**src/rtl/branch_commit_ctrl.sv**
```systemverilog
// Commit-side branch result buffer: holds resolved branches by commit-window tag,
// trains the predictor on retirement and flushes/redirects on mispredicted retirement.
module branch_commit_ctrl #(
    parameter int WINDOW_BITS  = 4,
    parameter int DRAIN_CYCLES = 2
) (
    input  logic                   clk,
    input  logic                   rst,
    input  logic                   WB_valid,
    input  logic [WINDOW_BITS-1:0] WB_Commit_Window,
    input  logic                   WB_Branch,
    input  logic                   WB_Reserve,
    input  logic [31:0]            WB_Branch_PC,
    input  logic [31:0]            WB_Reserve_PC,
    input  logic                   Commit_valid,
    input  logic                   Commit_is_branch,
    input  logic [WINDOW_BITS-1:0] Commit_Window,
    output logic                   Commit_stall,
    output logic                   flush,
    output logic                   Redirect_valid,
    output logic [31:0]            Redirect_PC,
    output logic                   Fetch_hold,
    output logic                   BP_update_valid,
    output logic                   BP_update_taken,
    output logic [31:0]            BP_update_target,
    output logic                   Err_overwrite
);
    localparam int DEPTH = 1 << WINDOW_BITS;
    localparam int CNT_W = $clog2(DRAIN_CYCLES + 1);

    typedef enum logic [1:0] {IDLE, FLUSH, DRAIN} state_t;

    state_t             state_reg;
    logic [CNT_W-1:0]   cnt_reg;
    logic [DEPTH-1:0]   valid_reg;
    logic [DEPTH-1:0]   taken_mem;
    logic [DEPTH-1:0]   mis_mem;
    logic [31:0]        bpc_mem [DEPTH];
    logic [31:0]        rpc_mem [DEPTH];

    logic               flush_reg;
    logic [31:0]        redirect_pc_reg;
    logic               hold_reg;
    logic               bpv_reg;
    logic               bpt_reg;
    logic [31:0]        bptg_reg;
    logic               err_reg;

    logic               idle;
    logic               bypass;
    logic               hit;
    logic               retire_req;
    logic               retire;
    logic               wb_write;
    logic               sel_taken;
    logic               sel_mis;
    logic [31:0]        sel_bpc;
    logic [31:0]        sel_rpc;

    // A same-cycle writeback to the retiring tag is newer than any buffered copy.
    assign idle       = (state_reg == IDLE);
    assign bypass     = WB_valid && (WB_Commit_Window == Commit_Window);
    assign hit        = valid_reg[Commit_Window] || bypass;
    assign retire_req = Commit_valid && Commit_is_branch;
    assign retire     = idle && retire_req && hit;
    assign wb_write   = idle && WB_valid;
    assign sel_taken  = bypass ? WB_Branch     : taken_mem[Commit_Window];
    assign sel_mis    = bypass ? WB_Reserve    : mis_mem[Commit_Window];
    assign sel_bpc    = bypass ? WB_Branch_PC  : bpc_mem[Commit_Window];
    assign sel_rpc    = bypass ? WB_Reserve_PC : rpc_mem[Commit_Window];

    assign Commit_stall = idle ? (retire_req && !hit) : Commit_valid;

    genvar gi;
    generate
        for (gi = 0; gi < DEPTH; gi++) begin : g_entry
            // Retirement clears after the write so a bypassed entry ends up empty.
            always_ff @(posedge clk) begin
                if (rst || state_reg == FLUSH) begin
                    valid_reg[gi] <= 1'b0;
                end else if (retire && Commit_Window == WINDOW_BITS'(gi)) begin
                    valid_reg[gi] <= 1'b0;
                end else if (wb_write && WB_Commit_Window == WINDOW_BITS'(gi)) begin
                    valid_reg[gi] <= 1'b1;
                end
            end

            always_ff @(posedge clk) begin
                if (wb_write && WB_Commit_Window == WINDOW_BITS'(gi)) begin
                    taken_mem[gi] <= WB_Branch;
                    mis_mem[gi]   <= WB_Reserve;
                    bpc_mem[gi]   <= WB_Branch_PC;
                    rpc_mem[gi]   <= WB_Reserve_PC;
                end
            end
        end
    endgenerate

    always_ff @(posedge clk) begin
        if (rst) begin
            state_reg       <= IDLE;
            cnt_reg         <= '0;
            flush_reg       <= 1'b0;
            redirect_pc_reg <= 32'd0;
            hold_reg        <= 1'b0;
            bpv_reg         <= 1'b0;
            bpt_reg         <= 1'b0;
            bptg_reg        <= 32'd0;
            err_reg         <= 1'b0;
        end else begin
            flush_reg <= 1'b0;
            bpv_reg   <= 1'b0;
            if (wb_write && valid_reg[WB_Commit_Window]) begin
                err_reg <= 1'b1;
            end
            case (state_reg)
                IDLE: begin
                    if (retire) begin
                        bpv_reg  <= 1'b1;
                        bpt_reg  <= sel_taken;
                        bptg_reg <= sel_bpc;
                        if (sel_mis) begin
                            state_reg       <= FLUSH;
                            flush_reg       <= 1'b1;
                            redirect_pc_reg <= sel_taken ? sel_bpc : sel_rpc;
                        end
                    end
                end
                FLUSH: begin
                    state_reg <= DRAIN;
                    cnt_reg   <= CNT_W'(DRAIN_CYCLES);
                    hold_reg  <= 1'b1;
                end
                DRAIN: begin
                    if (cnt_reg <= CNT_W'(1)) begin
                        state_reg <= IDLE;
                        hold_reg  <= 1'b0;
                    end else begin
                        cnt_reg <= cnt_reg - CNT_W'(1);
                    end
                end
                default: state_reg <= IDLE;
            endcase
        end
    end

    assign flush            = flush_reg;
    assign Redirect_valid   = flush_reg;
    assign Redirect_PC      = redirect_pc_reg;
    assign Fetch_hold       = hold_reg;
    assign BP_update_valid  = bpv_reg;
    assign BP_update_taken  = bpt_reg;
    assign BP_update_target = bptg_reg;
    assign Err_overwrite    = err_reg;
endmodule

```
**config.mk**
```make
export PLATFORM = sky130hd
export DESIGN_NAME = branch_commit_ctrl
export DESIGN_NICKNAME = d
export VERILOG_FILES = /design/src/rtl/branch_commit_ctrl.sv
export SDC_FILE = /design/constraint.sdc
export NUM_CORES = 1
export LEC_CHECK = 0
export ABC_CLOCK_PERIOD_IN_PS = 14020
export BUFFER_PORTS_ARGS = -buffer_cell sky130_fd_sc_hd__buf_2
export CELL_PAD_IN_SITES_DETAIL_PLACEMENT = 1
export CELL_PAD_IN_SITES_GLOBAL_PLACEMENT = 1
export CORE_ASPECT_RATIO = 1.1
export CORE_MARGIN = 2
export CORE_UTILIZATION = 59
export DETAILED_ROUTE_END_ITERATION = 12
export PLACE_DENSITY_LB_ADDON = 0.1
export REMOVE_ABC_BUFFERS = 1
export SYNTH_ARGS = -nofsm -noshare
export SYNTH_HDL_FRONTEND = slang
export SYNTH_SLANG_ARGS = --single-unit
```
**constraint.sdc**
```tcl
create_clock -name clk -period 14.02 [get_ports clk]
set_clock_uncertainty 0.2 [all_clocks]
set_input_delay 2.804 -clock clk [delete_from_list [all_inputs] [get_ports clk]]
set_output_delay 2.804 -clock clk [all_outputs]
set_load 0.03 [all_outputs]
```
Yosys cells after proc, flatten, opt, wreduce, memory -nomap -nowiden
Memory sizes are Yosys's and may differ from the RTL's.
Cells that the tools add are included.
{"block": "op_classes", "addsub": 1, "n_lt_le_gt_ge": 3, "n_eq_ne": 37, "muxes": 146, "bitwise_logic": 2, "n_reduce_logical": 99}
{"cell": "32-bit two-way mux", "n": 33}
{"cell": "32-bit OR reduction", "n": 30}
{"cell": "4-bit two-way mux", "n": 30}
{"cell": "1-bit two-way mux", "n": 72}
{"cell": "4-bit equality test, second input constant", "n": 16}
{"cell": "1-bit logical AND", "n": 39}
{"cell": "2-bit OR reduction", "n": 17}
{"cell": "4-bit by 3-bit equality test with 1-bit output, second input constant", "n": 8}
{"cell": "1-bit binary-select mux with 4-bit select", "n": 4}
{"cell": "4-bit by 2-bit equality test with 1-bit output, second input constant", "n": 4}
{"cell": "4-bit by 5-bit less-than comparator with 1-bit output, second input constant", "n": 2}
{"cell": "4-bit by 1-bit equality test with 1-bit output, second input constant", "n": 2}
{"cell": "4-bit logical NOT", "n": 2}
{"cell": "2-bit two-way mux", "n": 4}
{"cell": "2-bit one-hot mux with 3 select lines", "n": 1}
{"cell": "2-bit AND reduction", "n": 3}
{"cell": "3-bit AND reduction", "n": 2}
{"cell": "4-bit equality test", "n": 1}
{"cell": "2-bit by 1-bit != test with 1-bit output, second input constant", "n": 2}
{"cell": "2-bit != test, second input constant", "n": 2}
{"cell": "2-bit one-hot mux with 2 select lines", "n": 1}
{"cell": "3-bit OR reduction", "n": 1}
{"cell": "2-bit by 1-bit equality test with 1-bit output, second input constant", "n": 1}
{"cell": "2-bit equality test, second input constant", "n": 1}
{"cell": "other kinds (8)", "n": 10}
{"block": "word_totals", "ff_bits": 121, "ram_bits": 1024, "out_inout_bits": 71, "elab_cells": 347, "mem_count": 2}
{"memory": "bpc_mem", "depth": 16, "width": 32, "read_ports": 1, "rd_clocked_by_memory_dff": 0, "wr": 1, "line": "38", "text": "logic [31:0] bpc_mem [DEPTH];"}
{"memory": "rpc_mem", "depth": 16, "width": 32, "read_ports": 1, "rd_clocked_by_memory_dff": 0, "wr": 1, "line": "39", "text": "logic [31:0] rpc_mem [DEPTH];"}

Depth between registers and ports, before layout
Gate-level depths: netlist of the first run.
{"block": "logic_depth", "depth_word": 21, "mapped_depth": 10}

Least setup slack after synthesis of the first run
Ideal clock, no wire load.
{"block": "synth_path", "path_type": "input-to-reg", "start": "input WB_Commit_Window[1]", "end": "register valid_reg[0]", "setup_time_ns": 0.092, "arrival_ns": 8.504, "setup_slack_ns": 5.224, "stages": 5, "n_path_buf": 1, "path_cell_list": "clkbuf_1 > or3_1 > nor3_1 > o21ai_0 > a31oi_1"}
{"block": "synth_via", "elab_chain_len": 6, "elab_cells_between_ends": 8}
{"item": "from (decl)", "line": "10", "text": "input logic [WINDOW_BITS-1:0] WB_Commit_Window,"}
{"item": "4-bit equality test", "line": "62", "text": "assign bypass = WB_valid && (WB_Commit_Window == Commit_Window);"}
{"item": "1-bit logical AND", "line": "62"}
{"item": "1-bit logical OR", "line": "63", "text": "assign hit = valid_reg[Commit_Window] || bypass;"}
{"item": "1-bit logical AND", "line": "65", "text": "assign retire = idle && retire_req && hit;"}
{"item": "1-bit logical AND", "line": "81", "text": "end else if (retire && Commit_Window == WINDOW_BITS'(gi)) begin"}
{"item": "2-bit OR reduction (no line)"}
{"item": "to (signal, indexed assignment)", "line": "80", "text": "valid_reg[gi] <= 1'b0;"}
{"item": "to (signal, indexed assignment)", "line": "82", "text": "valid_reg[gi] <= 1'b0;"}
{"item": "to (signal, indexed assignment)", "line": "84", "text": "valid_reg[gi] <= 1'b1;"}
{"item": "to (decl)", "line": "35", "text": "logic [DEPTH-1:0] valid_reg;"}
Several ways; a longest one is shown, not always the timed one.
A chain may end at the register's enable or synchronous reset.

Worst setup path after layout of the first run
{"block": "layout_path", "start": "input Commit_Window[1]", "end": "output Commit_stall"}
{"block": "layout_via", "elab_chain_len": 6, "elab_cells_between_ends": 8}
{"item": "from (decl)", "line": "17", "text": "input logic [WINDOW_BITS-1:0] Commit_Window,"}
{"item": "1-bit binary-select mux with 4-bit select / 4-bit equality test (equally long branches)", "line": "63, 62"}
{"item": "1-bit two-way mux (implied by the code) / 1-bit logical AND (equally long branches)", "line": "63, 62"}
{"item": "1-bit logical OR (*)", "line": "63"}
{"item": "1-bit logical NOT (*)", "line": "72", "text": "assign Commit_stall = idle ? (retire_req && !hit) : Commit_valid;"}
{"item": "1-bit logical AND (*)", "line": "72"}
{"item": "1-bit two-way mux (*)", "line": "72"}
{"item": "to (decl)", "line": "18", "text": "output logic Commit_stall,"}
Mark *: on every way between the ends. The rest lies on a longest branch, timed or not. The select of a mux whose other input is x is not followed.

==> run_results.csv, run 1 <==
group,metric,value,unit
power,leakagePower,15.8,nW
min_path,min-delay-start,"Redirect_PC[5]$_SDFFE_PP0P_",
route,drt_wl_total,113000,µm
route,avgViaCountPerCell,6.79,
critical_path,crit_type,"in -> out",
final_layout,final_cell_mix,"edfxtp_1, mux4_2, buf_2, clkbuf_16, dfxtp_1",
place,placed_area,0.0458,mm²
floorplanning,fp-row-count,105,
cts,cts_tree,"built",
grt,grt_pass1_wl,167000,µm
sta,slew_viol_final,0,
final_layout,layout_commonest_cell,"edfxtp_1",
grt,grt_max_degree,92,
floorplanning,num_io_pins,150,
final_layout,layout-drive-gt1-share,0.301,
yosys,synth_flop_cell,"edfxtp_1",
sta,fin_crit,8650,ps
sta,rsz0062_at_grt,"no",
run,drv_cap,0,
place,hpwl,57600,µm
sta,worst_slew_pin_slew,1240,ps
critical_path,r2r_cells,4,
final_layout,area_growth,12.5,%
cts,cts_buffers,108,
cts,clk_latency,670,ps
final_layout,reg_top3,"bpc_mem (512), rpc_mem (512)",
yosys,netlist.area_leader.share,0.721,
route,firstDrtPassIters,5,
route,dr.first_iter.drc_count,2519,
min_path,hold_end,"Redirect_PC[5]$_SDFFE_PP0P_",
cts,cts_resized,0,
critical_path,crit_top_cell,"nand2_1",
sta,timing.fmax,116,MHz
sta,period_share,0.617,
yosys,ys_warn_count,0,
cts,clock-sinks,1145,
yosys,synth_seq_area_share,0.762,
sta,hold_slack,271,ps
route,ant_nets,0,
route,num_vias,22400,
final_layout,layout.nets,2312,
yosys,synth_enable_flop_cells,1056,
grt,grt_pass1_vias,24100,
yosys,synth-async-reset-ratio,0,
power,ir_drop,113,µV
critical_path,critical-path-max-stage-delay,840,ps
critical_path,ff2ff_setup_slack,10270,ps
sta,hold_viol,0,
floorplanning,core_area,0.0742,mm²
critical_path,timing.critical_path.from,"Commit_Window[1]",
critical_path,cp_slowest_cell,"buf_4",
route,drc,0,
yosys,syn_area,0.0440,mm²
critical_path,crit_fanout,91,
yosys,synth.distinct_cells,49,
floorplanning,die_x,264,µm
sta,setup-violations-final,0,
cts,clk_pin_slew,60,ps
floorplanning,fp.dieH,290,µm
grt,gr-total-overflow,0,
final_layout,final_area,0.0495,mm²
grt,grt.total_usage,0.301,
cts,clockRootBuffer,"clkbuf_16",
grt,antenna_found_initial,9,
cts,post-cts-setup-buffer-count,0,
sta,slew_headroom,0.172,
critical_path,rr_endpoint,"rpc_mem[15][15]$_DFFE_PP_",
place,placed_cells,3085,
outcome,status,"finished, final reports clean",
critical_path,path_delay_family,"buffers and inverters",
critical_path,required,11020,ps
critical_path,worstSetupEndpointType,"primary output",
final_layout,fin_cells,3292,
cts,cts-hold-fix-buffers,0,
sta,fin_tns_setup,0,ps
place,place.gp.congestion,0.768,
yosys,synth_cells,2056,
power,powerDensity,145,mW/mm²
critical_path,crit_arrival,5640,ps
min_path,worstHoldPathCells,1,
critical_path,start_kind,"input pin",
yosys,syn_avg_cell_area,21.4,µm²
floorplanning,dieArea,0.0767,mm²
critical_path,path_buf_inv,3,
cts,cts_buffer_depth,3,
yosys,netlist.top_cell.by_area,"edfxtp_1",
floorplanning,initial_core_util,0.592,
cts,htreeDepth,3,
critical_path,cp_cell_sequence,"buf_8 > buf_4 > mux4_2 > a22oi_1 > nand2_1 > nor2_1 > nand2_1 > a21boi_0 > buf_2",
route,wire_per_inst,34.2,µm
min_path,hp-class,"reg -> reg",
yosys,ys_ff_latch,1145,
place,io_buffers,149,
critical_path,r2r_start,"state_reg[1]$_SDFFE_PP0P_",
yosys,yosys-top-cells-area,"edfxtp_1, mux4_2, dfxtp_1, a22oi_1, a221oi_2",
-- how the worst max path moves through the flow --
stage / end / slack [ps] / cells past startpoint
4_1_cts: Commit_stall / 5300 / 9
6_report: Commit_stall / 5370 / 9
5_1_grt: Commit_stall / 5120 / 9
3_3_place_gp: Commit_stall / 5330 / 9
3_5_place_dp: Commit_stall / 5300 / 9
2_1_floorplan: Commit_stall / 4130 / 6
-- routing by layer --
| metal | wire (µm) | vias up | part of all wire | track usage |
|---|---|---|---|---|
| met5 | 44 | - | 0.00039 | 0 |
| met4 | 2370 | 6 | 0.021 | 0.0823 |
| met3 | 8520 | 188 | 0.076 | 0.0476 |
| met2 | 57500 | 1070 | 0.51 | 0.501 |
| met1 | 44300 | 12000 | 0.39 | 0.421 |
| li1 | - | 9081 | - | - |
-- cell usage after synthesis, types with 6 or more instances --
cell,n
o211ai_1,32
a22oi_1,68
edfxtp_1,1056
buf_1,14
nor2_1,60
buf_2,48
a22o_1,33
mux2i_1,33
nand2_1,75
o221a_2,6
nand2b_1,35
mux4_2,271
a211oi_1,34
clkbuf_1,51
dfxtp_1,89
a32o_1,32
buf_6,12
nor2b_1,6
a221oi_2,32
buf_4,9
a31oi_1,7
-- logic make-up after synthesis --
group,share of synthesized area
and+or+nand+nor,0.0204
xor gates and xnor gates,0.000797
DFF,0.762
adders and majority gates,0.000284
AOI/OAI and AO/OA,0.0536
buffers and inverters,0.0159
muxes,0.147
-- layout make-up --
type / count / area, µm²
sequential: 1145 / 33500
fill: 5856 / 24800
multi-input combinational: 774 / 9960
clock buffer: 145 / 3060
tap: 963 / 1200
timing repair buffer: 200 / 1150
clock inverter: 60 / 597
inverter: 3 / 11.3
antenna: 2 / 5.00
-- report_power, final --
group / total (mW) / internal (mW) / switching, mW
Combinational: 0.385 / 0.138 / 0.247
Sequential: 3.78 / 3.77 / 0.0119
Clock: 2.99 / 1.73 / 1.26
-- per-stage QoR --
step	util	worst slack (ps)	total power, mW
after floorplan	-	4130	4.05
after global placement	0.617	5330	4.22
after detailed placement	0.617	5300	4.24
after CTS	0.666	5300	7.19
after global routing	0.667	5120	7.34
final	0.667	5370	7.16
No activity file was read; power rests on OpenSTA's default activity.
==> run 2, diff against run 1 <==
--- a/config.mk
+++ b/config.mk
@@ -5,13 +5,13 @@
 export SDC_FILE = /design/constraint.sdc
 export NUM_CORES = 1
 export LEC_CHECK = 0
-export ABC_CLOCK_PERIOD_IN_PS = 14020
+export ABC_CLOCK_PERIOD_IN_PS = 6960
 export BUFFER_PORTS_ARGS = -buffer_cell sky130_fd_sc_hd__buf_2
 export CELL_PAD_IN_SITES_DETAIL_PLACEMENT = 1
 export CELL_PAD_IN_SITES_GLOBAL_PLACEMENT = 1
 export CORE_ASPECT_RATIO = 1.1
 export CORE_MARGIN = 2
-export CORE_UTILIZATION = 59
+export CORE_UTILIZATION = 49
 export DETAILED_ROUTE_END_ITERATION = 12
 export PLACE_DENSITY_LB_ADDON = 0.1
 export REMOVE_ABC_BUFFERS = 1
==> constraint.sdc (replaced) <==
create_clock -name clk -period 6.96 [get_ports clk]
set_clock_uncertainty 0.2 [all_clocks]
set_input_delay 1.392 -clock clk [delete_from_list [all_inputs] [get_ports clk]]
set_output_delay 1.392 -clock clk [all_outputs]
set_load 0.03 [all_outputs]
==> run 2 against run 1 <==
  * Via count shrank 2.1%
  * Power grew 100%
  * Sequential cell count is the same
  * Final area grew 1.1%
  * Final cell count grew 6.8%
  * Sequential power grew 100%
==> run_results.csv, run 2 (synthesis gave the netlist of run 1 again) <==
group,metric,value,unit
floorplanning,core_area,0.0892,mm²
final_layout,layout_commonest_cell,"edfxtp_1",
grt,grt_use_met1,0.353,
final_layout,utilization,0.561,
final_layout,fin_cells,3515,
sta,fin_crit,5110,ps
grt,grt_pass1_wl,165000,µm
final_layout,layout-drive-gt1-share,0.302,
place,hpwl,57900,µm
cts,clk_latency,690,ps
critical_path,r2r_start,"state_reg[1]$_SDFFE_PP0P_",
route,ant_nets,0,
place,placed_cells,3290,
final_layout,fill_cells,7706,
critical_path,required,5370,ps
min_path,hp-class,"reg -> reg",
floorplanning,die_x,290,µm
sta,slew_headroom,0.221,
floorplanning,fp-row-count,115,
cts,cts_tree,"built",
critical_path,crit_arrival,3510,ps
critical_path,ff2ff_setup_slack,3480,ps
grt,gr-total-overflow,0,
grt,grt_util_met3,0.0352,
cts,cts-hold-fix-buffers,0,
sta,hold_viol,0,
route,firstDrtPassIters,5,
min_path,min-delay-start,"Redirect_PC[10]$_SDFFE_PP0P_",
final_layout,final_cell_mix,"edfxtp_1, mux4_2, buf_2, clkbuf_16, dfxtp_1",
place,place.gp.congestion,0.736,
cts,cts_buffers,117,
route,drt_wl_total,113000,µm
sta,hold_slack,267,ps
sta,setup-violations-final,0,
critical_path,rr_endpoint,"rpc_mem[11][26]$_DFFE_PP_",
final_layout,final_area,0.0500,mm²
final_layout,multiInputGateArea,0.00996,mm²
grt,grt_pass1_vias,23500,
route,num_vias,21900,
power,leakagePower,15.9,nW
route,avgViaCountPerCell,6.23,
final_layout,seqCellArea,0.0335,mm²
critical_path,r2r_cells,4,
route,wire_per_inst,32.1,µm
floorplanning,initial_core_util,0.493,
cts,cts_buffer_depth,3,
power,powerDensity,292,mW/mm²
floorplanning,dieArea,0.0922,mm²
place,placed_area,0.0462,mm²
cts,post-cts-setup-buffer-count,0,
sta,timing.fmax,196,MHz
grt,grt_max_degree,140,
final_layout,reg_top3,"bpc_mem (512), rpc_mem (512)",
place,io_buffers,149,
critical_path,crit_type,"in -> out",
critical_path,start_kind,"input pin",
sta,worst_slew_pin_slew,1170,ps
critical_path,crit_fanout,35,
min_path,worstHoldPathCells,1,
grt,antenna_found_initial,12,
cts,clockRootBuffer,"clkbuf_16",
outcome,status,"finished, final reports clean",
cts,clock-sinks,1145,
sta,worst_slack,1850,ps
final_layout,layout.nets,2319,
cts,htreeDepth,3,
sta,slew_viol_final,0,
sta,period_share,0.734,
place,dp_slack,1780,ps
min_path,hold_end,"Redirect_PC[10]$_SDFFE_PP0P_",
power,ir_drop,200,µV
route,drc,0,
final_layout,area_growth,13.7,%
grt,grt.total_usage,0.250,
floorplanning,num_io_pins,150,
cts,clk_pin_slew,60,ps
run,drv_cap,0,
route,dr.first_iter.drc_count,2032,
critical_path,worstSetupEndpointType,"primary output",
cts,cts_resized,0,
sta,rsz0062_at_grt,"no",
grt,grtUsageMet2,0.410,
grt,grt_most_used_layer,"met2",
floorplanning,fp.dieH,318,µm
==> run 2: cell types whose count changed in the layout (fill, tap and decap cells not counted), sizes merged <==
cell / before / now
clkinvlp: 6 / 5
inv: 5 / 8
diode: 2 / 4
clkinv: 41 / 44
buf: 200 / 198
clkbuf: 145 / 157
bufinv: 11 / 10
==> run 2: worst max-delay path: stages <==
cell      delay [ps]
buf_8            340
mux4_1           670
a22oi_1          270
nand2_1          130
nor2_1           180
nand2_1           80
a21boi_0         180
buf_2            240
==> run 2: through the flow <==
stage               TNS [ps]  power [mW]
global placement           0        8.53
global route               0        15.0
finish                     0        14.6
floorplan             -15810        8.16
detailed placement         0        8.56
CTS                        0        14.7
==> run 2: layer usage <==
| metal | share of wire | vias to the layer above |
|---|---|---|
| met3 | 0.054 | 154 |
| met2 | 0.50 | 690 |
| li1 | - | 9095 |
| met5 | 0.00053 | - |
| met1 | 0.43 | 11900 |
| met4 | 0.023 | 12 |
==> run 2: report_power, final <==
part / internal, mW / total (mW) / switching (mW) / leakage (nW)
clock network: 3.60 / 6.21 / 2.61 / 1.87
registers: 7.60 / 7.62 / 0.0217 / 10.3
logic: 0.284 / 0.781 / 0.498 / 3.80
==> run 2: worst max-delay path by stage <==
stage	from	endpoint	slack (ps)	cells after the start
after floorplan	Commit_Window[3]	valid_reg[12]$_SDFFE_PP0P_	-240	6
after global placement	Commit_Window[0]	Commit_stall	1890	8
after detailed placement	Commit_Window[3]	Redirect_PC[25]$_SDFFE_PP0P_	1780	8
after CTS	Commit_Window[0]	Commit_stall	1860	8
after global routing	Commit_Window[0]	Commit_stall	1680	8
final	Commit_Window[0]	Commit_stall	1850	8
==> run 2: final cells by class <==
| type | count | area share |
|---|---|---|
| inverters | 3 | 0.000225 |
| flip-flops and latches | 1145 | 0.670 |
| clock inverters | 64 | 0.0121 |
| repair buffers | 198 | 0.0252 |
| well taps | 1170 | 0.0293 |
| diodes | 4 | 0.000200 |
| clock buffers | 157 | 0.0640 |
| multi-input cells | 774 | 0.199 |
